## config.mk

```make
export PLATFORM = sky130hd
export DESIGN_NAME = pwm_capture
export DESIGN_NICKNAME = d
export VERILOG_FILES = /design/src/rtl/pwm_capture.sv
export SDC_FILE = /design/constraint.sdc
export NUM_CORES = 1
export LEC_CHECK = 0
export BUFFER_PORTS_ARGS = -buffer_cell sky130_fd_sc_hd__buf_2
export CORE_UTILIZATION = 53
export CTS_CLUSTER_DIAMETER = 120
export DETAILED_ROUTE_END_ITERATION = 7
export GPL_ROUTABILITY_DRIVEN = 0
export GPL_TIMING_DRIVEN = 0
export PLACE_DENSITY = 0.76
export SKIP_LAST_GASP = 1
export SYNTH_ARGS = -nofsm -noshare
export SYNTH_HDL_FRONTEND = slang
export SYNTH_SLANG_ARGS = --single-unit
```

## constraint.sdc

```tcl
create_clock -name CLK -period 2.72 [get_ports CLK]
set_input_delay 0 -clock CLK [delete_from_list [all_inputs] [get_ports CLK]]
set_output_delay 0 -clock CLK [all_outputs]
set_load 0.02 [all_outputs]
```

## src/rtl/pwm_capture.sv

```systemverilog
// PWM capture: measures high time and rise-to-rise period of an asynchronous PWM input
// in CLK cycles, recovers an 8-bit duty and flags stuck-low/stuck-high through an idle timeout.
module pwm_capture #(
  parameter int CNT_W          = 16,
  parameter int NOMINAL_PERIOD = 256,
  parameter int TIMEOUT        = 1024
) (
  input  logic             CLK,
  input  logic             reset,
  input  logic             PWM_IN,
  output logic [CNT_W-1:0] HIGH_TIME,
  output logic [CNT_W-1:0] PERIOD,
  output logic [7:0]       DUTY_CYCLE,
  output logic             VALID,
  output logic             STUCK,
  output logic             PERIOD_ERR
);

  localparam int IDLE_W = $clog2(TIMEOUT + 1);
  localparam logic [CNT_W-1:0]  CNT_MAX   = '1;
  localparam logic [CNT_W-1:0]  CNT_ONE   = CNT_W'(1);
  localparam logic [CNT_W-1:0]  CNT_NOM   = CNT_W'(NOMINAL_PERIOD);
  localparam logic [CNT_W-1:0]  CNT_255   = CNT_W'(255);
  localparam logic [IDLE_W-1:0] IDLE_LAST = IDLE_W'(TIMEOUT - 1);

  typedef enum logic [1:0] {WAIT_RISE, MEAS_HIGH, MEAS_LOW} state_t;

  state_t            r_state, w_state_nxt;
  logic              r_sync1, r_sync2, r_prev;
  logic [CNT_W-1:0]  r_hi_cnt, r_per_cnt, w_hi_nxt, w_per_nxt, w_hi_inc, w_per_inc;
  logic [IDLE_W-1:0] r_idle;
  logic [CNT_W-1:0]  r_high_time, r_period;
  logic [7:0]        r_duty, w_hi_sat8;
  logic              r_valid, r_stuck, r_period_err;
  logic              w_rise, w_fall, w_edge, w_timeout, w_close;

  assign w_rise    = r_sync2 & ~r_prev;
  assign w_fall    = ~r_sync2 & r_prev;
  assign w_edge    = w_rise | w_fall;
  // A detected edge always resets the idle count, so it can never coincide with expiry
  assign w_timeout = ~w_edge && (r_idle == IDLE_LAST);

  assign w_hi_inc  = (r_hi_cnt  == CNT_MAX) ? r_hi_cnt  : r_hi_cnt  + CNT_ONE;
  assign w_per_inc = (r_per_cnt == CNT_MAX) ? r_per_cnt : r_per_cnt + CNT_ONE;
  assign w_hi_sat8 = (r_hi_cnt > CNT_255) ? 8'hFF : r_hi_cnt[7:0];

  always_comb begin
    w_state_nxt = r_state;
    w_hi_nxt    = r_hi_cnt;
    w_per_nxt   = r_per_cnt;
    w_close     = 1'b0;
    if (w_timeout) begin
      w_state_nxt = WAIT_RISE;
    end else begin
      case (r_state)
        WAIT_RISE: begin
          if (w_rise) begin
            w_state_nxt = MEAS_HIGH;
            w_hi_nxt    = CNT_ONE;
            w_per_nxt   = CNT_ONE;
          end
        end
        MEAS_HIGH: begin
          w_per_nxt = w_per_inc;
          if (w_fall) w_state_nxt = MEAS_LOW;
          else        w_hi_nxt    = w_hi_inc;
        end
        MEAS_LOW: begin
          if (w_rise) begin
            w_close     = 1'b1;
            w_state_nxt = MEAS_HIGH;
            w_hi_nxt    = CNT_ONE;
            w_per_nxt   = CNT_ONE;
          end else begin
            w_per_nxt = w_per_inc;
          end
        end
        default: w_state_nxt = WAIT_RISE;
      endcase
    end
  end

  always_ff @(posedge CLK) begin
    if (reset) begin
      r_sync1      <= 1'b0;
      r_sync2      <= 1'b0;
      r_prev       <= 1'b0;
      r_state      <= WAIT_RISE;
      r_hi_cnt     <= '0;
      r_per_cnt    <= '0;
      r_idle       <= '0;
      r_high_time  <= '0;
      r_period     <= '0;
      r_duty       <= '0;
      r_valid      <= 1'b0;
      r_stuck      <= 1'b0;
      r_period_err <= 1'b0;
    end else begin
      r_sync1   <= PWM_IN;
      r_sync2   <= r_sync1;
      r_prev    <= r_sync2;
      r_state   <= w_state_nxt;
      r_hi_cnt  <= w_hi_nxt;
      r_per_cnt <= w_per_nxt;
      r_idle    <= (w_edge || w_timeout) ? '0 : r_idle + 1'b1;
      r_valid   <= w_close | w_timeout;

      if (w_edge)         r_stuck <= 1'b0;
      else if (w_timeout) r_stuck <= 1'b1;

      if (w_close) begin
        r_period     <= r_per_cnt;
        r_high_time  <= r_hi_cnt;
        r_duty       <= w_hi_sat8;
        r_period_err <= (r_per_cnt != CNT_NOM);
      end else if (w_timeout) begin
        r_period     <= '0;
        r_period_err <= 1'b0;
        // Stuck high reports the high time accumulated so far; stuck low reads as 0%
        if (r_sync2) begin
          r_high_time <= r_hi_cnt;
          r_duty      <= 8'hFF;
        end else begin
          r_high_time <= '0;
          r_duty      <= 8'h00;
        end
      end
    end
  end

  assign HIGH_TIME  = r_high_time;
  assign PERIOD     = r_period;
  assign DUTY_CYCLE = r_duty;
  assign VALID      = r_valid;
  assign STUCK      = r_stuck;
  assign PERIOD_ERR = r_period_err;

endmodule

```

# --- After elaboration in Yosys (flattened, before gate mapping) ---
# Cells that the tools add are included.
# Widths: inputs -> output; s select.
op_classes:
  n_div: 0
  mux: 24
  n_bitwise: 8
  multipliers: 0
  shift: 0
  eq_ne: 11
  reduce_logical: 13
  n_addsub: 3
  magnitude_cmp: 1
op_table:
  columns: ["op", "count"]
  rows:
  - ["$mux 16", 10]
  - ["$pmux 16 s3", 1]
  - ["$add 16x1->16 const B", 2]
  - ["$eq 16x16->1 const B", 2]
  - ["$mux 8", 4]
  - ["$pmux 16 s2", 1]
  - ["$gt 16x8->1 const B", 1]
  - ["$ne 16x9->1 const B", 1]
  - ["$add 11x1->11 const B", 1]
  - ["$eq 11x10->1 const B", 1]
  - ["$ne 2x2->1 const B", 4]
  - ["$reduce_or 2->1", 4]
  - ["$mux 1", 5]
  - ["$reduce_and 5->1", 1]
  - ["$mux 2", 2]
  - ["$not 1->1", 4]
  - ["$pmux 2 s2", 1]
  - ["$reduce_bool 2->1", 2]
  - ["$reduce_and 3->1", 1]
  - ["$reduce_bool 3->1", 1]
  - ["$and 1x1->1", 2]
  - ["$eq 2x1->1 const B", 1]
  - ["$eq 2x2->1 const B", 1]
  - ["$logic_not 2->1", 1]
  - ["5 further kinds", 6]
totals:
  ram_bits: 0
  latch_bits: 0
  rom_bits: 0
  reg_bits: 91
  out_inout_bits: 43
  word_cells: 73
  n_memories: 0

# --- Logic depth before layout (Yosys ltp) ---
depth:
  ltp_word: 7
  ltp_mapped: 12
  mapped_depth_nobuf: 7

# --- Worst setup path after synthesis ---
# OpenSTA, ideal clock, no wires.
synth_timing:
  kind: "register to register"
  startpoint: "register r_sync2"
  endpoint: "register r_period_err (netlist: PERIOD_ERR)"
  arrival_time_ps: 2428
  setup_ps: 128
  path_stages_with_launch: 12
  n_path_buf: 5
  setup_slack_ps: 164
  path_cell_list: "dfxtp_1 clkbuf_1 buf_1 inv_1 ha_1 nand4_1 or4_1 buf_2 buf_6 clkbuf_1 a31oi_1 nor2_1"
synth_between:
  elab_chain_len: 7
  word_cells_on_any_way: 11
synth_lines:
  columns: ["item", "line_no", "text"]
  rows:
  - ["from (decl)", "29", "logic r_sync1, r_sync2, r_prev;"]
  - ["from (signal assigned)", "100", "r_sync2 <= r_sync1;"]
  - ["$not 1->1", "38", "assign w_fall = ~r_sync2 & r_prev;"]
  - ["$and 1x1->1", "38", null]
  - ["$or 1x1->1", "39", "assign w_edge = w_rise | w_fall;"]
  - ["$not 1->1", "41", "assign w_timeout = ~w_edge && (r_idle == IDLE_LAST);"]
  - ["$logic_and 1x1->1", "41", null]
  - ["$mux 1", "52", "if (w_timeout) begin"]
  - ["$mux 1 or $reduce_bool 2->1 (tied branches)", null, null]
  - ["to (signal assigned)", "115", "r_period_err <= (r_per_cnt != CNT_NOM);"]
  - ["to (decl)", "34", "logic r_valid, r_stuck, r_period_err;"]
# Several ways; a longest one is shown, not always the timed one.
# A chain may end at the register's enable or synchronous reset.

# --- Final worst setup path ---
layout_timing:
  startpoint: "register r_sync2"
  endpoint: "register r_high_time[12] (netlist: HIGH_TIME[12])"
layout_between:
  elab_chain_len: 7
  word_cells_on_any_way: 13
layout_lines:
  columns: ["item", "line_no", "text"]
  rows:
  - ["$not 1->1", "38", null]
  - ["$and 1x1->1", "38", null]
  - ["$or 1x1->1", "39", null]
  - ["$not 1->1", "41", null]
  - ["$logic_and 1x1->1", "41", null]
  - ["$mux 1", "52", null]
  - ["$mux 16 or $reduce_bool 2->1 (tied branches)", null, null]
  - ["to (signal assigned)", "113", "r_high_time <= r_hi_cnt;"]
  - ["to (signal assigned)", "121", "r_high_time <= r_hi_cnt;"]
  - ["to (decl)", "32", "logic [CNT_W-1:0] r_high_time, r_period;"]
# Several ways; a longest one is shown, not always the timed one. The select of a mux whose other input is x is not followed.

==> impl_metrics.toml <==
[worst_setup_path]
start_kind = "register"
required_ps = 3010
crit_path_end_kind = "register"
crit_type = "reg2reg"
worstPathMaxFanout = 10
worstPathCellList = "buf_4 -> buf_6 -> inv_1 -> ha_1 -> nand4_1 -> or4_1 -> buf_2 -> buf_6 -> nand2_4 -> buf_4 -> nand3_1 -> a21oi_1"
crit_arrival_ps = 2860
cp_slowest_cell = "or4_1"
path_delay_family = "buffers and inverters"
cp_slowest_stage_delay_ps = 400
path_buf_inv = 6

[power_and_ir_drop]
p_sw_frac = 0.2622
irDropWorstVdd_uv = 329.7
leakagePower_nw = 1.699
comb_power_share = 0.054
power.switching_w = 0.0006155
p_int_w = 0.001732
clkPwrFrac = 0.370
power.density_nw_per_um2 = 487.7
power_frac_seq = 0.576

[synthesis]
synth_edf_count = 0
synth_seq_cells = 91
synth-warning-count = 0
yosysSeqAreaShare = 0.4306
ys.flop_type = "dfxtp_1"
yosysTopAreaCell = "dfxtp_1"
yosysMostFrequentCell = "dfxtp_1"
syn_avg_cell_area_um2 = 8.311
syn-num-nets = 522
ys_top_cells_by_count = "dfxtp_1 (91), nand2_1 (61), nand3_1 (49)"
syn_inst = 509
synthArstFlopShare = 0
synth.cell_area_um2 = 4230
yosys-top-cells-area = "dfxtp_1 (43%), nand3_1 (5.8%), nand2_1 (5.4%)"
yosysUniqueCellTypes = 56
synth_top_area_frac = 0.4306

[timing]
final-max-slew-violation-count = 0
setup_viol = 0
fin_crit_sh = 0.9441
fmaxAchievable_ghz = 0.3894
clock_skew_ps = 15.67
maxSlewHeadroom = 0.5327
min_period_ps = 2568
fin_ws_ps = 152.2
tightest_slew_ps = 700.2
final-hold-violation-count = 0

[finish]
fillerInstances = 688
nets = 580
diodes = 0
stdcell_area_um2 = 4813
area_growth_pct = 13.78
multiInputGateArea_um2 = 2197
regArea_um2 = 1822
drive_above_1_share = 0.1766

[global_route]
grt_pass1_wl_um = 16910
antenna_found_initial = 0
globalRouteTotalUtil = 0.2523
first_global_vias = 3514
grt_max_degree = 18
grt-ovfl-total = 0

[clock_tree]
h-tree-depth = 3
clkTransAtPathRegs_ps = 90
insertion_delay_ps = 370
cts_sinks = 91
clk_path_buf_depth = 2
root_buffer = "clkbuf_8"
cts-buffers-inserted = 9
cts_tree = "yes"

[die]
core_area_um2 = 7727
dieHeight_um = 91.34
die-area_um2 = 8343
start_util = 0.5474
io_pins = 46
die_w_um = 91.34
rows = 32

[placement]
post-place-ws_ps = -557.9
port-buffer-count = 45
place_area_um2 = 4583
dp_hpwl_um = 7153

[detailed_routing]
drcViolationCount = 0
routedWlPerCell_um = 14.95
finalWirelength_um = 10080
antenna_left = 0
vias_per_cell = 5.877
firstDrtPassIters = 5
via_count = 3961
drtIter0Drc = 222

[flow_run]
max_cap_violations = 0

[hold_path]
hp-class = "in2reg"

[outcome]
outcome = "finished clean"
## metrics by stage
stage	std cells	utilization	power [W]	hold WS (ps)	setup TNS (ps)
2_1_floorplan	509	-	0.001471	128.2	0
3_3_place_gp	656	0.5931	0.001503	217.9	-20210
3_5_place_dp	656	0.5931	0.001506	235.3	-24360
4_1_cts	673	0.6203	0.002361	41.18	0
5_1_grt	674	0.6229	0.002425	80.69	-42.08
6_report	674	0.6229	0.002347	77.47	0
## per-layer routing
metal / global-route usage / share of wire / vias to the layer above
li1: - / - / 1949
met1: 0.3455 / 0.47 / 1863
met2: 0.4085 / 0.46 / 134
met3: 0.03183 / 0.057 / 15
met4: 0.08995 / 0.014 / 0
met5: 0 / 0 / -
## sequential cells by signal (all words and copies together) (netlist names)
| name | flops |
|---|---|
| r_sync1 | 1 |
| r_prev | 1 |
| r_per_cnt | 16 |
| VALID | 1 |
| DUTY_CYCLE | 8 |
| r_hi_cnt | 16 |
| r_sync2 | 1 |
| HIGH_TIME | 16 |
| r_idle | 11 |
| r_state | 2 |
| PERIOD | 16 |
| STUCK | 1 |
| PERIOD_ERR | 1 |
## worst reg2reg max path: stages (launching register included)
cell     delay [ps]
dfxtp_1         350
buf_4           200
buf_6           160
inv_1            60
ha_1            300
nand4_1         110
or4_1           400
buf_2           200
buf_6           170
nand2_4         100
buf_4           180
nand3_1          90
a21oi_1         170
## cell usage in the layout, fill, tap and decap left out, types with 5 or more instances in the layout
| master | count |
|---|---|
| a221oi_1 | 8 |
| ha_1 | 10 |
| nand2_1 | 61 |
| clkbuf_8 | 9 |
| and2_1 | 6 |
| or4_1 | 14 |
| inv_1 | 18 |
| nor3_1 | 6 |
| xor2_1 | 5 |
| nand2b_1 | 7 |
| nor2b_1 | 10 |
| nor4_1 | 5 |
| nand3_1 | 49 |
| buf_4 | 5 |
| o31ai_1 | 15 |
| a21oi_1 | 45 |
| buf_2 | 51 |
| o21ai_0 | 15 |
| nor2_1 | 34 |
| clkbuf_1 | 13 |
| a21oi_2 | 8 |
| dfxtp_1 | 91 |
| nand4_1 | 10 |
## timing repair
| action | 4_1_cts | 5_1_grt |
|---|---|---|
| buffers inserted | 0 | 2 |
| hold endpoints to repair | 1 | 0 |
| pin swaps | 0 | 1 |
| gates resized for setup | 5 | 7 |
| hold buffers | 1 | 0 |
| endpoints found under the setup margin | 74 | 55 |
## worst paths after layout
kind | from | endpoint | slack [ps] | cells after the start
hold / removal | reset | r_hi_cnt[8] | 80 | 4
hold reg to reg | r_sync1 | r_sync2 | 440 | 1
setup / recovery | r_sync2 | HIGH_TIME[12] | 150 | 12
setup reg to reg | r_sync2 | HIGH_TIME[12] | 150 | 12
## area by class of cell
| type | count | area share |
|---|---|---|
| Buffer | 32 | 0.03431 |
| Clock buffer | 9 | 0.02573 |
| Clock inverter | 7 | 0.01248 |
| Tap cell | 102 | 0.02651 |
| Sequential cell | 91 | 0.3785 |
| Multi-Input combinational cell | 367 | 0.4565 |
| Timing Repair Buffer | 48 | 0.05199 |
| Inverter | 18 | 0.01404 |
## cell families after synthesis
logic type	after synthesis	synth area share
buf+inv	51	0.05264
fa+ha+maj	10	0.02958
simple gates	228	0.2807
flops	91	0.4306
mux	2	0.004733
xor+xnor	8	0.01656
compound gates	119	0.1852
## power by group through the flow
stage               Combinational, W  Sequential, W  Clock [W]
global placement            0.000121        0.00138          0
finish                      0.000128        0.00135   0.000867
global route                0.000140        0.00135   0.000930
detailed placement          0.000123        0.00138          0
floorplan                  0.0000907        0.00138          0
CTS                         0.000125        0.00135   0.000884
(Power assumes the default switching activity.)
